$ cat config.mk
export PLATFORM = sky130hd
export DESIGN_NAME = fpu_rr_arbiter_flat
export DESIGN_NICKNAME = d
export VERILOG_FILES = /design/src/rtl/fpu_rr_arbiter_pkg.sv /design/src/rtl/fpu_rr_arbiter_if.sv /design/src/rtl/fpu_rr_arbiter_rr_prio_sel.sv /design/src/rtl/fpu_rr_arbiter.sv /design/src/flat_wrapper.sv
export SDC_FILE = /design/constraint.sdc
export NUM_CORES = 1
export LEC_CHECK = 0
export ABC_AREA = 1
export BUFFER_PORTS_ARGS = -buffer_cell sky130_fd_sc_hd__buf_2
export CAP_MARGIN = 20
export CORE_AREA = 3 3 190 192
export DETAILED_ROUTE_END_ITERATION = 10
export DIE_AREA = 0 0 193 195
export PLACE_DENSITY = 0.45
export SYNTH_ARGS = -nofsm -noshare
export SYNTH_HDL_FRONTEND = slang
export SYNTH_HIERARCHICAL = 1
export SYNTH_SLANG_ARGS = --single-unit
$ cat constraint.sdc
create_clock -name Clk_CI -period 3 [get_ports Clk_CI]
set_clock_uncertainty 0.15 [all_clocks]
set_input_delay 0.15 -clock Clk_CI [delete_from_list [all_inputs] [get_ports Clk_CI]]
set_output_delay 0.15 -clock Clk_CI [all_outputs]
set_load 0.005 [all_outputs]
$ cat src/rtl/fpu_rr_arbiter_pkg.sv
// Shared constants, request payload type and pointer helper for the FPU
// round-robin arbiter.
package fpu_rr_arbiter_pkg;

    localparam int unsigned NUM_REQ      = 4;
    localparam int unsigned ID_W         = $clog2(NUM_REQ);
    localparam int unsigned TAG_W        = 4;
    localparam int unsigned FTAG_W       = ID_W + TAG_W;
    localparam int unsigned MAX_INFLIGHT = 4;
    localparam int unsigned CNT_W        = 4;
    localparam int unsigned C_OP         = 32;
    localparam int unsigned C_CMD        = 4;
    localparam int unsigned C_RM         = 3;
    localparam int unsigned C_FLAG       = 9;

    typedef struct packed {
        logic [C_OP-1:0]  opa;
        logic [C_OP-1:0]  opb;
        logic [C_CMD-1:0] op;
        logic [C_RM-1:0]  rm;
        logic [TAG_W-1:0] tag;
    } fpu_req_t;

    // Port after id, wrapping to 0 past the last requester.
    function automatic logic [ID_W-1:0] rr_next(input logic [ID_W-1:0] id);
        return (id == ID_W'(NUM_REQ - 1)) ? '0 : id + ID_W'(1);
    endfunction

endpackage

$ cat src/rtl/fpu_rr_arbiter_if.sv
// Requester-side and FPU-side handshake bundle of the arbiter.
// slave: arbiter view; master: requesters plus FPU wrapper view.
interface fpu_rr_arbiter_if
    import fpu_rr_arbiter_pkg::*;
();

    logic [NUM_REQ-1:0]             Req_Valid_SI;
    logic [NUM_REQ-1:0]             Req_Ready_SO;
    logic [NUM_REQ-1:0][C_OP-1:0]   Req_OpA_DI;
    logic [NUM_REQ-1:0][C_OP-1:0]   Req_OpB_DI;
    logic [NUM_REQ-1:0][C_CMD-1:0]  Req_Op_SI;
    logic [NUM_REQ-1:0][C_RM-1:0]   Req_RM_SI;
    logic [NUM_REQ-1:0][TAG_W-1:0]  Req_Tag_DI;

    logic                           Fpu_Valid_SO;
    logic                           Fpu_Ready_SI;
    logic [C_OP-1:0]                Fpu_OpA_DO;
    logic [C_OP-1:0]                Fpu_OpB_DO;
    logic [C_CMD-1:0]               Fpu_Op_SO;
    logic [C_RM-1:0]                Fpu_RM_SO;
    logic [FTAG_W-1:0]              Fpu_Tag_DO;

    logic                           Fpu_Req_SI;
    logic [FTAG_W-1:0]              Fpu_Tag_DI;
    logic [C_OP-1:0]                Fpu_Result_DI;
    logic [C_FLAG-1:0]              Fpu_Flags_DI;
    logic                           Fpu_Ack_SO;

    logic [NUM_REQ-1:0]             Resp_Valid_SO;
    logic [NUM_REQ-1:0]             Resp_Ack_SI;
    logic [C_OP-1:0]                Resp_Result_DO;
    logic [C_FLAG-1:0]              Resp_Flags_DO;
    logic [TAG_W-1:0]               Resp_Tag_DO;

    modport slave (
        input  Req_Valid_SI, Req_OpA_DI, Req_OpB_DI, Req_Op_SI, Req_RM_SI, Req_Tag_DI,
        output Req_Ready_SO,
        output Fpu_Valid_SO, Fpu_OpA_DO, Fpu_OpB_DO, Fpu_Op_SO, Fpu_RM_SO, Fpu_Tag_DO,
        input  Fpu_Ready_SI,
        input  Fpu_Req_SI, Fpu_Tag_DI, Fpu_Result_DI, Fpu_Flags_DI,
        output Fpu_Ack_SO,
        output Resp_Valid_SO, Resp_Result_DO, Resp_Flags_DO, Resp_Tag_DO,
        input  Resp_Ack_SI
    );

    modport master (
        output Req_Valid_SI, Req_OpA_DI, Req_OpB_DI, Req_Op_SI, Req_RM_SI, Req_Tag_DI,
        input  Req_Ready_SO,
        input  Fpu_Valid_SO, Fpu_OpA_DO, Fpu_OpB_DO, Fpu_Op_SO, Fpu_RM_SO, Fpu_Tag_DO,
        output Fpu_Ready_SI,
        output Fpu_Req_SI, Fpu_Tag_DI, Fpu_Result_DI, Fpu_Flags_DI,
        input  Fpu_Ack_SO,
        input  Resp_Valid_SO, Resp_Result_DO, Resp_Flags_DO, Resp_Tag_DO,
        output Resp_Ack_SI
    );

endinterface

$ cat src/rtl/fpu_rr_arbiter_rr_prio_sel.sv
// Round-robin first-one finder: first set bit of valid_i scanning upward
// from ptr_i and wrapping modulo NUM_REQ.
module rr_prio_sel
    import fpu_rr_arbiter_pkg::*;
(
    input  logic [NUM_REQ-1:0] valid_i,
    input  logic [ID_W-1:0]    ptr_i,
    output logic [ID_W-1:0]    grant_o,
    output logic               found_o
);

    localparam int unsigned IDX_W = ID_W + 1;

    logic [IDX_W-1:0] idx;

    always_comb begin
        grant_o = '0;
        found_o = 1'b0;
        idx     = '0;
        for (int unsigned i = 0; i < NUM_REQ; i++) begin
            idx = {1'b0, ptr_i} + IDX_W'(i);
            if (idx >= IDX_W'(NUM_REQ)) begin
                idx = idx - IDX_W'(NUM_REQ);
            end
            if (!found_o && valid_i[idx[ID_W-1:0]]) begin
                found_o = 1'b1;
                grant_o = idx[ID_W-1:0];
            end
        end
    end

endmodule

$ cat src/rtl/fpu_rr_arbiter.sv
// Shares one FPU between NUM_REQ requesters: round-robin issue with grant
// lock under stall, tag-routed responses, bounded in-flight count.
module fpu_rr_arbiter
    import fpu_rr_arbiter_pkg::*;
(
    input  logic            Clk_CI,
    input  logic            Rst_RI,
    fpu_rr_arbiter_if.slave bus
);

    logic [ID_W-1:0]  rr_ptr_q, rr_ptr_d;
    logic             lock_q, lock_d;
    logic [ID_W-1:0]  lock_id_q, lock_id_d;
    logic [CNT_W-1:0] inflight_q, inflight_d;

    logic [ID_W-1:0]  rr_grant;
    logic             rr_found;
    logic [ID_W-1:0]  grant;
    logic [ID_W-1:0]  resp_id;
    logic             can_issue;
    logic             fpu_valid;
    logic             fire;
    logic             resp_drop;
    logic             fpu_ack;
    logic             resp_done;
    fpu_req_t         req_arr [NUM_REQ];
    fpu_req_t         sel_req;

    rr_prio_sel u_rr_prio_sel (
        .valid_i (bus.Req_Valid_SI),
        .ptr_i   (rr_ptr_q),
        .grant_o (rr_grant),
        .found_o (rr_found)
    );

    always_comb begin
        for (int unsigned p = 0; p < NUM_REQ; p++) begin
            req_arr[p] = '{opa: bus.Req_OpA_DI[p], opb: bus.Req_OpB_DI[p],
                           op:  bus.Req_Op_SI[p],  rm:  bus.Req_RM_SI[p],
                           tag: bus.Req_Tag_DI[p]};
        end
    end

    always_comb begin
        rr_ptr_d           = rr_ptr_q;
        lock_d             = lock_q;
        lock_id_d          = lock_id_q;
        inflight_d         = inflight_q;
        bus.Req_Ready_SO   = '0;
        bus.Resp_Valid_SO  = '0;

        can_issue = inflight_q < CNT_W'(MAX_INFLIGHT);
        grant     = lock_q ? lock_id_q : rr_grant;
        fpu_valid = !Rst_RI && can_issue
                    && (lock_q ? bus.Req_Valid_SI[lock_id_q] : rr_found);
        fire      = fpu_valid && bus.Fpu_Ready_SI;
        sel_req   = req_arr[grant];

        // With nothing outstanding a returning result is stale: ack and drop it.
        resp_id   = bus.Fpu_Tag_DI[FTAG_W-1 -: ID_W];
        resp_drop = (inflight_q == '0);
        fpu_ack   = !Rst_RI && (resp_drop || bus.Resp_Ack_SI[resp_id]);
        resp_done = bus.Fpu_Req_SI && fpu_ack && !resp_drop;

        if (fire) begin
            bus.Req_Ready_SO[grant] = 1'b1;
        end
        if (!Rst_RI && bus.Fpu_Req_SI && !resp_drop) begin
            bus.Resp_Valid_SO[resp_id] = 1'b1;
        end

        if (fire) begin
            rr_ptr_d = rr_next(grant);
            lock_d   = 1'b0;
        end else if (fpu_valid) begin
            lock_d    = 1'b1;
            lock_id_d = grant;
        end

        if (fire && !resp_done) begin
            inflight_d = inflight_q + CNT_W'(1);
        end else if (resp_done && !fire) begin
            inflight_d = inflight_q - CNT_W'(1);
        end
    end

    assign bus.Fpu_Valid_SO   = fpu_valid;
    assign bus.Fpu_OpA_DO     = sel_req.opa;
    assign bus.Fpu_OpB_DO     = sel_req.opb;
    assign bus.Fpu_Op_SO      = sel_req.op;
    assign bus.Fpu_RM_SO      = sel_req.rm;
    assign bus.Fpu_Tag_DO     = {grant, sel_req.tag};
    assign bus.Fpu_Ack_SO     = fpu_ack;
    assign bus.Resp_Result_DO = bus.Fpu_Result_DI;
    assign bus.Resp_Flags_DO  = bus.Fpu_Flags_DI;
    assign bus.Resp_Tag_DO    = bus.Fpu_Tag_DI[TAG_W-1:0];

    always_ff @(posedge Clk_CI) begin
        if (Rst_RI) begin
            rr_ptr_q   <= '0;
            lock_q     <= 1'b0;
            lock_id_q  <= '0;
            inflight_q <= '0;
        end else begin
            rr_ptr_q   <= rr_ptr_d;
            lock_q     <= lock_d;
            lock_id_q  <= lock_id_d;
            inflight_q <= inflight_d;
        end
    end

    // Requester must hold valid while locked; counter stays within bounds.
    always_ff @(posedge Clk_CI) begin
        if (!Rst_RI) begin
            a_lock_hold: assert (!lock_q || bus.Req_Valid_SI[lock_id_q]);
            a_inflight_max: assert (inflight_q <= CNT_W'(MAX_INFLIGHT));
            a_no_underflow: assert (!(resp_done && !fire && inflight_q == '0));
        end
    end

endmodule

$ cat src/flat_wrapper.sv
// flat-port wrapper written by rule: the top's interface ports become plain ports
module fpu_rr_arbiter_flat import fpu_rr_arbiter_pkg::*;
  (Clk_CI, Rst_RI, bus_Req_Valid_SI, bus_Req_OpA_DI, bus_Req_OpB_DI, bus_Req_Op_SI, bus_Req_RM_SI, bus_Req_Tag_DI, bus_Req_Ready_SO, bus_Fpu_Valid_SO, bus_Fpu_OpA_DO, bus_Fpu_OpB_DO, bus_Fpu_Op_SO, bus_Fpu_RM_SO, bus_Fpu_Tag_DO, bus_Fpu_Ready_SI, bus_Fpu_Req_SI, bus_Fpu_Tag_DI, bus_Fpu_Result_DI, bus_Fpu_Flags_DI, bus_Fpu_Ack_SO, bus_Resp_Valid_SO, bus_Resp_Result_DO, bus_Resp_Flags_DO, bus_Resp_Tag_DO, bus_Resp_Ack_SI);
  fpu_rr_arbiter_if bus_i ();
  input  logic Clk_CI;
  input  logic Rst_RI;
  input wire logic [$bits(bus_i.Req_Valid_SI)-1:0] bus_Req_Valid_SI;
  input wire logic [$bits(bus_i.Req_OpA_DI)-1:0] bus_Req_OpA_DI;
  input wire logic [$bits(bus_i.Req_OpB_DI)-1:0] bus_Req_OpB_DI;
  input wire logic [$bits(bus_i.Req_Op_SI)-1:0] bus_Req_Op_SI;
  input wire logic [$bits(bus_i.Req_RM_SI)-1:0] bus_Req_RM_SI;
  input wire logic [$bits(bus_i.Req_Tag_DI)-1:0] bus_Req_Tag_DI;
  output wire logic [$bits(bus_i.Req_Ready_SO)-1:0] bus_Req_Ready_SO;
  output wire logic [$bits(bus_i.Fpu_Valid_SO)-1:0] bus_Fpu_Valid_SO;
  output wire logic [$bits(bus_i.Fpu_OpA_DO)-1:0] bus_Fpu_OpA_DO;
  output wire logic [$bits(bus_i.Fpu_OpB_DO)-1:0] bus_Fpu_OpB_DO;
  output wire logic [$bits(bus_i.Fpu_Op_SO)-1:0] bus_Fpu_Op_SO;
  output wire logic [$bits(bus_i.Fpu_RM_SO)-1:0] bus_Fpu_RM_SO;
  output wire logic [$bits(bus_i.Fpu_Tag_DO)-1:0] bus_Fpu_Tag_DO;
  input wire logic [$bits(bus_i.Fpu_Ready_SI)-1:0] bus_Fpu_Ready_SI;
  input wire logic [$bits(bus_i.Fpu_Req_SI)-1:0] bus_Fpu_Req_SI;
  input wire logic [$bits(bus_i.Fpu_Tag_DI)-1:0] bus_Fpu_Tag_DI;
  input wire logic [$bits(bus_i.Fpu_Result_DI)-1:0] bus_Fpu_Result_DI;
  input wire logic [$bits(bus_i.Fpu_Flags_DI)-1:0] bus_Fpu_Flags_DI;
  output wire logic [$bits(bus_i.Fpu_Ack_SO)-1:0] bus_Fpu_Ack_SO;
  output wire logic [$bits(bus_i.Resp_Valid_SO)-1:0] bus_Resp_Valid_SO;
  output wire logic [$bits(bus_i.Resp_Result_DO)-1:0] bus_Resp_Result_DO;
  output wire logic [$bits(bus_i.Resp_Flags_DO)-1:0] bus_Resp_Flags_DO;
  output wire logic [$bits(bus_i.Resp_Tag_DO)-1:0] bus_Resp_Tag_DO;
  input wire logic [$bits(bus_i.Resp_Ack_SI)-1:0] bus_Resp_Ack_SI;
  assign bus_i.Req_Valid_SI = bus_Req_Valid_SI;
  assign bus_i.Req_OpA_DI = bus_Req_OpA_DI;
  assign bus_i.Req_OpB_DI = bus_Req_OpB_DI;
  assign bus_i.Req_Op_SI = bus_Req_Op_SI;
  assign bus_i.Req_RM_SI = bus_Req_RM_SI;
  assign bus_i.Req_Tag_DI = bus_Req_Tag_DI;
  assign bus_Req_Ready_SO = bus_i.Req_Ready_SO;
  assign bus_Fpu_Valid_SO = bus_i.Fpu_Valid_SO;
  assign bus_Fpu_OpA_DO = bus_i.Fpu_OpA_DO;
  assign bus_Fpu_OpB_DO = bus_i.Fpu_OpB_DO;
  assign bus_Fpu_Op_SO = bus_i.Fpu_Op_SO;
  assign bus_Fpu_RM_SO = bus_i.Fpu_RM_SO;
  assign bus_Fpu_Tag_DO = bus_i.Fpu_Tag_DO;
  assign bus_i.Fpu_Ready_SI = bus_Fpu_Ready_SI;
  assign bus_i.Fpu_Req_SI = bus_Fpu_Req_SI;
  assign bus_i.Fpu_Tag_DI = bus_Fpu_Tag_DI;
  assign bus_i.Fpu_Result_DI = bus_Fpu_Result_DI;
  assign bus_i.Fpu_Flags_DI = bus_Fpu_Flags_DI;
  assign bus_Fpu_Ack_SO = bus_i.Fpu_Ack_SO;
  assign bus_Resp_Valid_SO = bus_i.Resp_Valid_SO;
  assign bus_Resp_Result_DO = bus_i.Resp_Result_DO;
  assign bus_Resp_Flags_DO = bus_i.Resp_Flags_DO;
  assign bus_Resp_Tag_DO = bus_i.Resp_Tag_DO;
  assign bus_i.Resp_Ack_SI = bus_Resp_Ack_SI;
  fpu_rr_arbiter u_core (.Clk_CI(Clk_CI), .Rst_RI(Rst_RI), .bus(bus_i));
endmodule
==> impl_summary.txt, run 1 <==
----------------------------------------------------
[Placement]
  Detailed placement HPWL ... 16350 um
  Placed cells ... roughly 1400
  Number of port buffers ... 400
  Area post-placement ... about 5700 um^2
  Final weighted congestion of routability-driven global placement ... about 0.85

[Synthesis]
  Nets in the synthesized netlist ... 1013
  Cell Area, Synth ... roughly 3600 um^2
  Yosys warning total ... 6
  Simple logic cell fraction of the synthesized area ... roughly 32%
  Mux cell area share after synthesis ... 0%
  Seq/Total Area, Yosys ... under 10%
  Compound-cell area share of the yosys netlist ... a little under two fifths
  Post-synthesis cell count ... 646
  Largest family of logic cells by synthesized area ... compound AO/OA/AOI/OAI gates
  Yosys reg bits ... 9
  Yosys cell types ... 30
  Parity-gate share of the synthesized area counting xor and xnor cells ... 0.2443%
  Avg Synthesized Cell Area ... 5.549 um^2
  Adder-cell share of the synthesized area ... roughly 3.0%

[CTS]
  Clock latency of the later-clocked register in the worst-skew pair ... between 0.2 and 0.25 ns
  Clock H-tree levels ... 1
  CTS tree ... done
  Total of cells resized after clock tree synthesis ... 0
  CTS sink count ... 9
  Clock transition at the register clock pins on the worst setup and hold paths after CTS ... ~0.04 ns
  Clock tree root buffer cell ... clkbuf_16
  Max Root-Sink Buffers ... 2
  # hold bufs at CTS ... 0
  Post CTS Setup Buffer Count ... 0
  Number of buffers created by CTS ... 3

[Floorplanning]
  Initial standard-cell utilization of the core ... between 10% and 20%
  Die height ... roughly 200 um
  Core Box Area ... about 35000 um^2
  Die outline area ... about 38000 um^2
  Horiz. Die Dim ... 193 um
  Number of top-level design ports ... 491
  Cell row count ... about 70

[Min path]
  Worst hold path type ... input port to register
  Worst Hold Endpoint ... u_core/inflight_q[2]
  Hold path startpoint ... Rst_RI
  Worst hold path cell count ... 4

[Finish]
  Share of layout cells above drive strength 1 ... between 40 and 50%
  Area growth syn-to-layout ... 63.00%
  Most frequent standard cell in the layout excluding fill and tap cells ... buf_2
  Final nets ... 1338
  Final design area excluding fillers ... 5843 um^2
  Non-filler cells, final ... around 1400
  Highest-count cells in the layout ignoring fill and taps ... buf_2, nor2_1, o21ai_0
  Final core utilization ... between 15 and 20%

[Route]
  Total Wirelength ... ~21000 um
  Met2 wirelength from detailed routing ... 10790 um
  Routed wire per std cell ... between 10 and 15 um
  Detailed-routing iteration count for the pre-antenna-repair pass ... 4
  Via count ... approximately 5800
  Post-detailed-route DRC marker count ... 0
  Length of routed met3 wiring ... between 1500 and 2000 um
  Post-DRT Antenna Nets ... 0
  Highest metal used ... met5
  Detailed-route wire length on metal 1 ... approximately 7900 um
  Violation count after the first detailed-route iteration ... 402
  Drt via density ... about 4

[Critical path]
  Data required time at the worst endpoint ... 2.70 ns
  Critical Path Source Type ... register
  Terminus of the critical flop-to-flop path ... u_core/inflight_q[3]
  Worst-case register-to-register setup slack ... around 0.28 ns
  Critical Path Fanout Max ... 62
  Setup crit end kind ... primary output
  Path type of the worst setup path ... register to primary output
  Startpoint of the worst-slack reg-to-reg timing path ... u_core/rr_ptr_q[0]
  Count of cells along the worst register-to-register path ... 19
  Data arrival time of the critical path ... roughly 2.6 ns

[Timing]
  Final critical-path required period ... about 2.8 ns
  Hold violation total from the final report ... 0
  Unrepaired setup endpoints after global routing ... true
  Max Clock Freq ... about 350 MHz
  Final setup vio count ... 0
  Max-slew violations ... 0
  Transition time at the pin with the least slew margin ... about 0.40 ns
  Crit share post-route ... between 90% and 100%
  Slew Limit Headroom ... between 70% and 80%
  Hold slack ... between 0.06 and 0.07 ns

[Global routing]
  Vias in the first global route ... ~5500
  Antenna violations before repair ... 2
  All-layer global routing usage ... under 10%
  Overflow after GRT ... 0
  Largest net degree at the start of global routing ... between 80 and 90
  Wire length of the first global-routing pass ... 29180 um

[Power]
  Reported leakage power ... between 2 and 3 nW
  Worst voltage drop across the vdd grid ... about 0.51 mV
  Cell Pwr Density ... about 1200 nW/um^2

[Job]
  Max-capacitance violation count ... 0

[Run status]
  Outcome ... completed

----------------------------------------------------
critical path, cell delays in order, from the launching register on:
cell and delay, ns:
dfxtp_2 0.39, buf_4 0.19, nand2_2 0.07, nand3_2 0.10, nand2_4 0.06, nor2_4 0.13, nand3_2 0.07, nand2_1 0.06
nand2_1 0.05, inv_1 0.06, nand2_2 0.06, nand2_4 0.12, buf_12 0.24, o21ai_0 0.22, o22ai_1 0.24, buf_2 0.18
state kept, by name, indices dropped and copies added, names as in the netlist:
signal / count
u_core/lock_q: 1
u_core/inflight_q: 4
u_core/rr_ptr_q: 2
u_core/lock_id_q: 2
worst max path at each step:
| stage | to | start | cells past startpoint |
|---|---|---|---|
| floorplan | u_core/inflight_q[3] | u_core/rr_ptr_q[0] | 20 |
| global placement | u_core/inflight_q[3] | u_core/rr_ptr_q[0] | 19 |
| detailed placement | u_core/inflight_q[3] | u_core/rr_ptr_q[0] | 19 |
| CTS | bus_Fpu_Tag_DO[2] | u_core/rr_ptr_q[0] | 17 |
| global route | bus_Fpu_OpA_DO[10] | u_core/rr_ptr_q[0] | 17 |
| finish | bus_Fpu_OpA_DO[14] | u_core/rr_ptr_q[0] | 15 |
where the power goes:
part | leakage (nW) | internal (mW) | switching [mW]
logic | 2.80 | 2.68 | 4.13
registers | 0.0749 | 0.170 | 0.0556
clock network | 0.0382 | 0.178 | 0.0595
total | 2.91 | 3.02 | 4.24
synth_stat cells:
cell      count  area (um^2)
clkbuf_1     20        75.07
inv_4         1        6.260
nand2_2      12        75.07
nor3_1        4        20.02
nand3_1      15        75.07
o21ai_4       1        16.27
o22ai_2      10        125.1
dfxtp_1       9        180.2
nor2_1      157        589.3
nand4_1       6        37.54
inv_1        27        101.4
buf_6        10        112.6
o21ai_0     130        650.6
nand2_1      50        187.7
buf_8         2        30.03
o22ai_1      65        406.6
fa_1          1        20.02
o21ai_1      25        125.1
nor2_2       12        75.07
nor2_4        1        11.26
nand3b_1      1        7.510
ha_1          7        87.58
buf_2        11        55.05
a21oi_1       3        15.01
clkinv_1      2        7.510
nand2_4       4        45.04
nand3_2       4        40.04
xor2_1        1        8.760
inv_2         4        15.01
buf_4        51        382.9
area by class of cell:
cell class / instances / area, um^2
Antenna cell: 1 / 2.502
Multi-Input combinational cell: 509 / 2625
Inverter: 34 / 132.6
Clock buffer: 4 / 78.83
Timing Repair Buffer: 414 / 2252
Tap cell: 455 / 569.3
Fill cell: 4064 / 28700
Sequential cell: 9 / 182.7
per-stage QoR:
| step | TNS, ns | power (mW) | setup WS, ns |
|---|---|---|---|
| after detailed placement | 0 | 6.711 | 0.08842 |
| after global routing | -0.006187 | 8.045 | -0.006187 |
| final | 0 | 7.265 | 0.1541 |
| after CTS | 0 | 6.983 | 0.06165 |
| after floorplan | 0 | 4.343 | 0.3155 |
| after global placement | 0 | 6.712 | 0.08941 |
kinds of logic (layout without fill, tap and decap cells):
family | Yosys count | after routing
other cells | 0 | 1
compound gates | 234 | 234
fa+ha+maj | 8 | 8
simple gates | 266 | 266
flops | 9 | 9
buf+inv | 128 | 452
xor+xnor | 1 | 1
metal layers:
| metal | GRT usage [%] | up-vias |
|---|---|---|
| li1 | - | 2818 |
| met1 | 11.12 | 2653 |
| met2 | 17.80 | 321 |
| met3 | 1.957 | 26 |
| met4 | 2.116 | 2 |
| met5 | 0 | - |
Note: power is estimated with default switching activity, not from simulation.
==> inputs of run 2 (changes only) <==
- ABC_AREA: 1 -> 0
- CORE_AREA: 3 3 190 192 -> 3 3 189 191
- DIE_AREA: 0 0 193 195 -> 0 0 192 194
- PLACE_DENSITY: 0.45 -> 0.44
==> run 2 against run 1 <==
Clock-buffer cell count is the same. Die area shrank 1.0%. Synthesized cell count shrank 0.93%. Non-clock buffer count shrank 4. Critical path depth shrank 5. Fmax grew 0.83%. Cell area shrank 3.1%. Register-to-register slack lost 0.05 ns. Global-route usage shrank 0.29 points. Combinational power shrank 65%. Critical endpoint is now bus_Fpu_OpA_DO[9]. Largest cell class unchanged.
==> impl_summary.txt, run 2 <==
----------------------------------------------------
[Floorplanning]
  Number of top-level design ports ... roughly 490
  Cell row count ... between 60 and 70
  Horiz. Die Dim ... between 150 and 200 um
  Die outline area ... ~37000 um^2
  Initial standard-cell utilization of the core ... between 10% and 20%
  Core Box Area ... about 34000 um^2
  Die height ... just under 200 um

[CTS]
  Max Root-Sink Buffers ... 2
  CTS tree ... done
  Number of buffers created by CTS ... 3
  Clock H-tree levels ... 1
  Clock transition at the register clock pins on the worst setup and hold paths after CTS ... 0.04 ns
  CTS sink count ... 9
  Clock latency of the later-clocked register in the worst-skew pair ... 0.23 ns
  Clock tree root buffer cell ... clkbuf_16
  # hold bufs at CTS ... 0

[Route]
  Routed wire per std cell ... between 10 and 15 um
  Post-detailed-route DRC marker count ... 0
  Violation count after the first detailed-route iteration ... 246
  Detailed-routing iteration count for the pre-antenna-repair pass ... 7
  Drt via density ... just under 4
  Via count ... ~5500
  Post-DRT Antenna Nets ... 0
  Total Wirelength ... about 19000 um

[Critical path]
  Data arrival time of the critical path ... about 2.5 ns
  Worst-case register-to-register setup slack ... between 0.2 and 0.25 ns
  Stage delay of the slowest cell on the critical path ... between 0.3 and 0.4 ns
  Startpoint of the worst-slack reg-to-reg timing path ... u_core/lock_id_q[0]
  Worst Setup SP ... u_core/rr_ptr_q[0]
  Path type of the worst setup path ... register to primary output
  Critical Path Source Type ... register
  Data required time at the worst endpoint ... between 2 and 3 ns
  Critical-path cell with the highest stage delay ... dfxtp_1
  Crit path cell chain ... inv_2 > a221o_1 > a21oi_1 > mux2i_4 > inv_4 > buf_12 > nand2_1 > and3_1 > a31oi_1 > buf_2
  Setup crit end kind ... primary output
  Critical Path Fanout Max ... 69

[Synthesis]
  Yosys reg bits ... 9
  Yosys cell types ... 33
  Seq/Total Area, Yosys ... about 5.2%
  Cell Area, Synth ... around 3400 um^2
  Top cell type's share of synthesized area ... between 30 and 40%
  Most frequently used cell type in the post-synthesis netlist ... nand2_1
  Nets in the synthesized netlist ... 1007
  Number of synthesized flops with an enable pin ... 0
  Share of flip-flops with an asynchronous set or reset after synthesis ... 0%
  Synth top cells by count ... nand2_1, a31oi_1, and3_1
  Top flip-flop cell by instance count after synthesis ... dfxtp_1
  Top cells by area in the synthesized netlist ... nand2_1, a31oi_1, and3_1
  Synth area leader ... nand2_1
  Post-synthesis cell count ... 640
  Avg Synthesized Cell Area ... roughly 5.4 um^2
  Yosys warning total ... 6

[Global routing]
  All-layer global routing usage ... between 9 and 10%
  Antenna violations before repair ... 1
  Vias in the first global route ... approximately 5300
  Wire length of the first global-routing pass ... 28190 um
  Overflow after GRT ... 0
  Largest net degree at the start of global routing ... just over 90

[Power]
  Fraction of power spent switching nets ... 51.06%
  Share of power burned in the clock network ... approximately 8.4%
  Share of power burned in combinational logic ... between 80% and 90%
  Fraction of power consumed by sequential logic ... 7.6%
  Worst voltage drop across the vdd grid ... a little over 0.3 mV
  Net switching power figure ... between 1 and 1.5 mW
  Total internal power ... 1.373 mW
  Cell Pwr Density ... about 500 nW/um^2
  Reported leakage power ... roughly 3.2 nW

[Finish]
  Share of layout cells above drive strength 1 ... roughly 45%
  Final nets ... around 1300
  Max FFs per register ... 4
  Highest-count cells in the layout ignoring fill and taps ... buf_2, nand2_1, and3_1, a31oi_1, nor2_1
  Biggest regs ... u_core/inflight_q: 4 flops, u_core/lock_id_q: 2 flops, u_core/rr_ptr_q: 2 flops
  Area growth syn-to-layout ... 64.75%
  Most frequent standard cell in the layout excluding fill and tap cells ... buf_2
  Number of antenna repair diodes ... 0
  Largest reg by FF count ... u_core/inflight_q

[Timing]
  Final critical-path required period ... between 2 and 3 ns
  Slew Limit Headroom ... 69.13%
  Hold slack ... around 0.15 ns
  Crit share post-route ... a little over nine tenths
  Final setup vio count ... 0
  Hold violation total from the final report ... 0
  Transition time at the pin with the least slew margin ... 0.4631 ns
  Unrepaired setup endpoints after global routing ... false
  Max Clock Freq ... around 350 MHz
  Accumulated negative setup slack ... 0 ns
  Max-slew violations ... 0

[Min path]
  Worst hold path type ... input port to primary output
  Hold path startpoint ... bus_Fpu_Result_DI[14]

[Run status]
  Outcome ... completed

[Placement]
  Detailed placement HPWL ... 15660 um
  Final weighted congestion of routability-driven global placement ... approximately 0.85
  Number of port buffers ... 400

[Job]
  Max-capacitance violation count ... 0

----------------------------------------------------
run 2: final timing paths:
path	to	cells after the start
setup / recovery	bus_Fpu_OpA_DO[9]	10
setup reg to reg	u_core/inflight_q[3]	10
hold / removal	bus_Resp_Result_DO[14]	0
hold reg to reg	u_core/lock_q	2
run 2: cell families (layout without fill, tap and decap cells):
| family | after synthesis | count (layout) | share of synthesized area, % |
|---|---|---|---|
| flip-flops | 9 | 9 | 5.244 |
| adder cells (fa/ha/maj) | 8 | 8 | 3.132 |
| buffers and inverters | 105 | 423 | 17.81 |
| multiplexers | 11 | 11 | 4.515 |
| AO/OA/AOI/OAI | 89 | 89 | 16.10 |
| AND/OR/NAND/NOR | 416 | 416 | 52.69 |
| XOR/XNOR | 2 | 2 | 0.5099 |
run 2: critical path: cells and delay by family (launching register included):
family          cells  cell delay [ns]
mux                 1             0.17
buf+inv             4             0.57
simple gates        2             0.26
compound gates      3             0.83
flops               1             0.38
run 2: through the flow:
stage / total power [mW] / utilization [%] / worst slack, ns / instances / cell area (um^2)
2_1_floorplan: 1.623 / - / 0.2953 / 640 / 3436
3_3_place_gp: 2.577 / 16.24 / 0.1609 / 1409 / 5569
3_5_place_dp: 2.571 / 16.24 / 0.1421 / 1409 / 5569
4_1_cts: 2.821 / 16.47 / 0.1344 / 1413 / 5648
5_1_grt: 3.101 / 16.51 / 0.001896 / 1413 / 5660
6_report: 2.805 / 16.51 / 0.1775 / 1413 / 5660
run 2: layout make-up:
| class | instances | area, um^2 |
|---|---|---|
| clock buffer | 4 | 78.83 |
| inverter | 9 | 36.28 |
| tap | 455 | 569.3 |
| timing repair buffer | 410 | 2140 |
| multi-input combinational | 526 | 2656 |
| sequential | 9 | 180.2 |
| fill | 4050 | 28630 |
run 2: routing by layer:
layer | track usage [%] | wire, um | up-vias
met5 | 0 | 20 | -
met4 | 2.671 | 508 | 2
met3 | 2.170 | 1950 | 31
met2 | 16.67 | 9251 | 306
li1 | - | - | 2728
met1 | 10.85 | 7490 | 2445
run 2: what timing repair did:
| action | 4_1_cts | 5_1_grt |
|---|---|---|
| setup endpoints to repair | 0 | 1 |
| resized for setup | 0 | 2 |
| buffers inserted | 0 | 0 |
run 2: power by group through the flow:
stage	logic (mW)	registers [mW]	clock network, mW
after floorplan	1.43	0.195	0
after global placement	2.37	0.209	0
after detailed placement	2.36	0.211	0
after CTS	2.37	0.209	0.239
after global routing	2.64	0.221	0.245
final	2.36	0.213	0.235
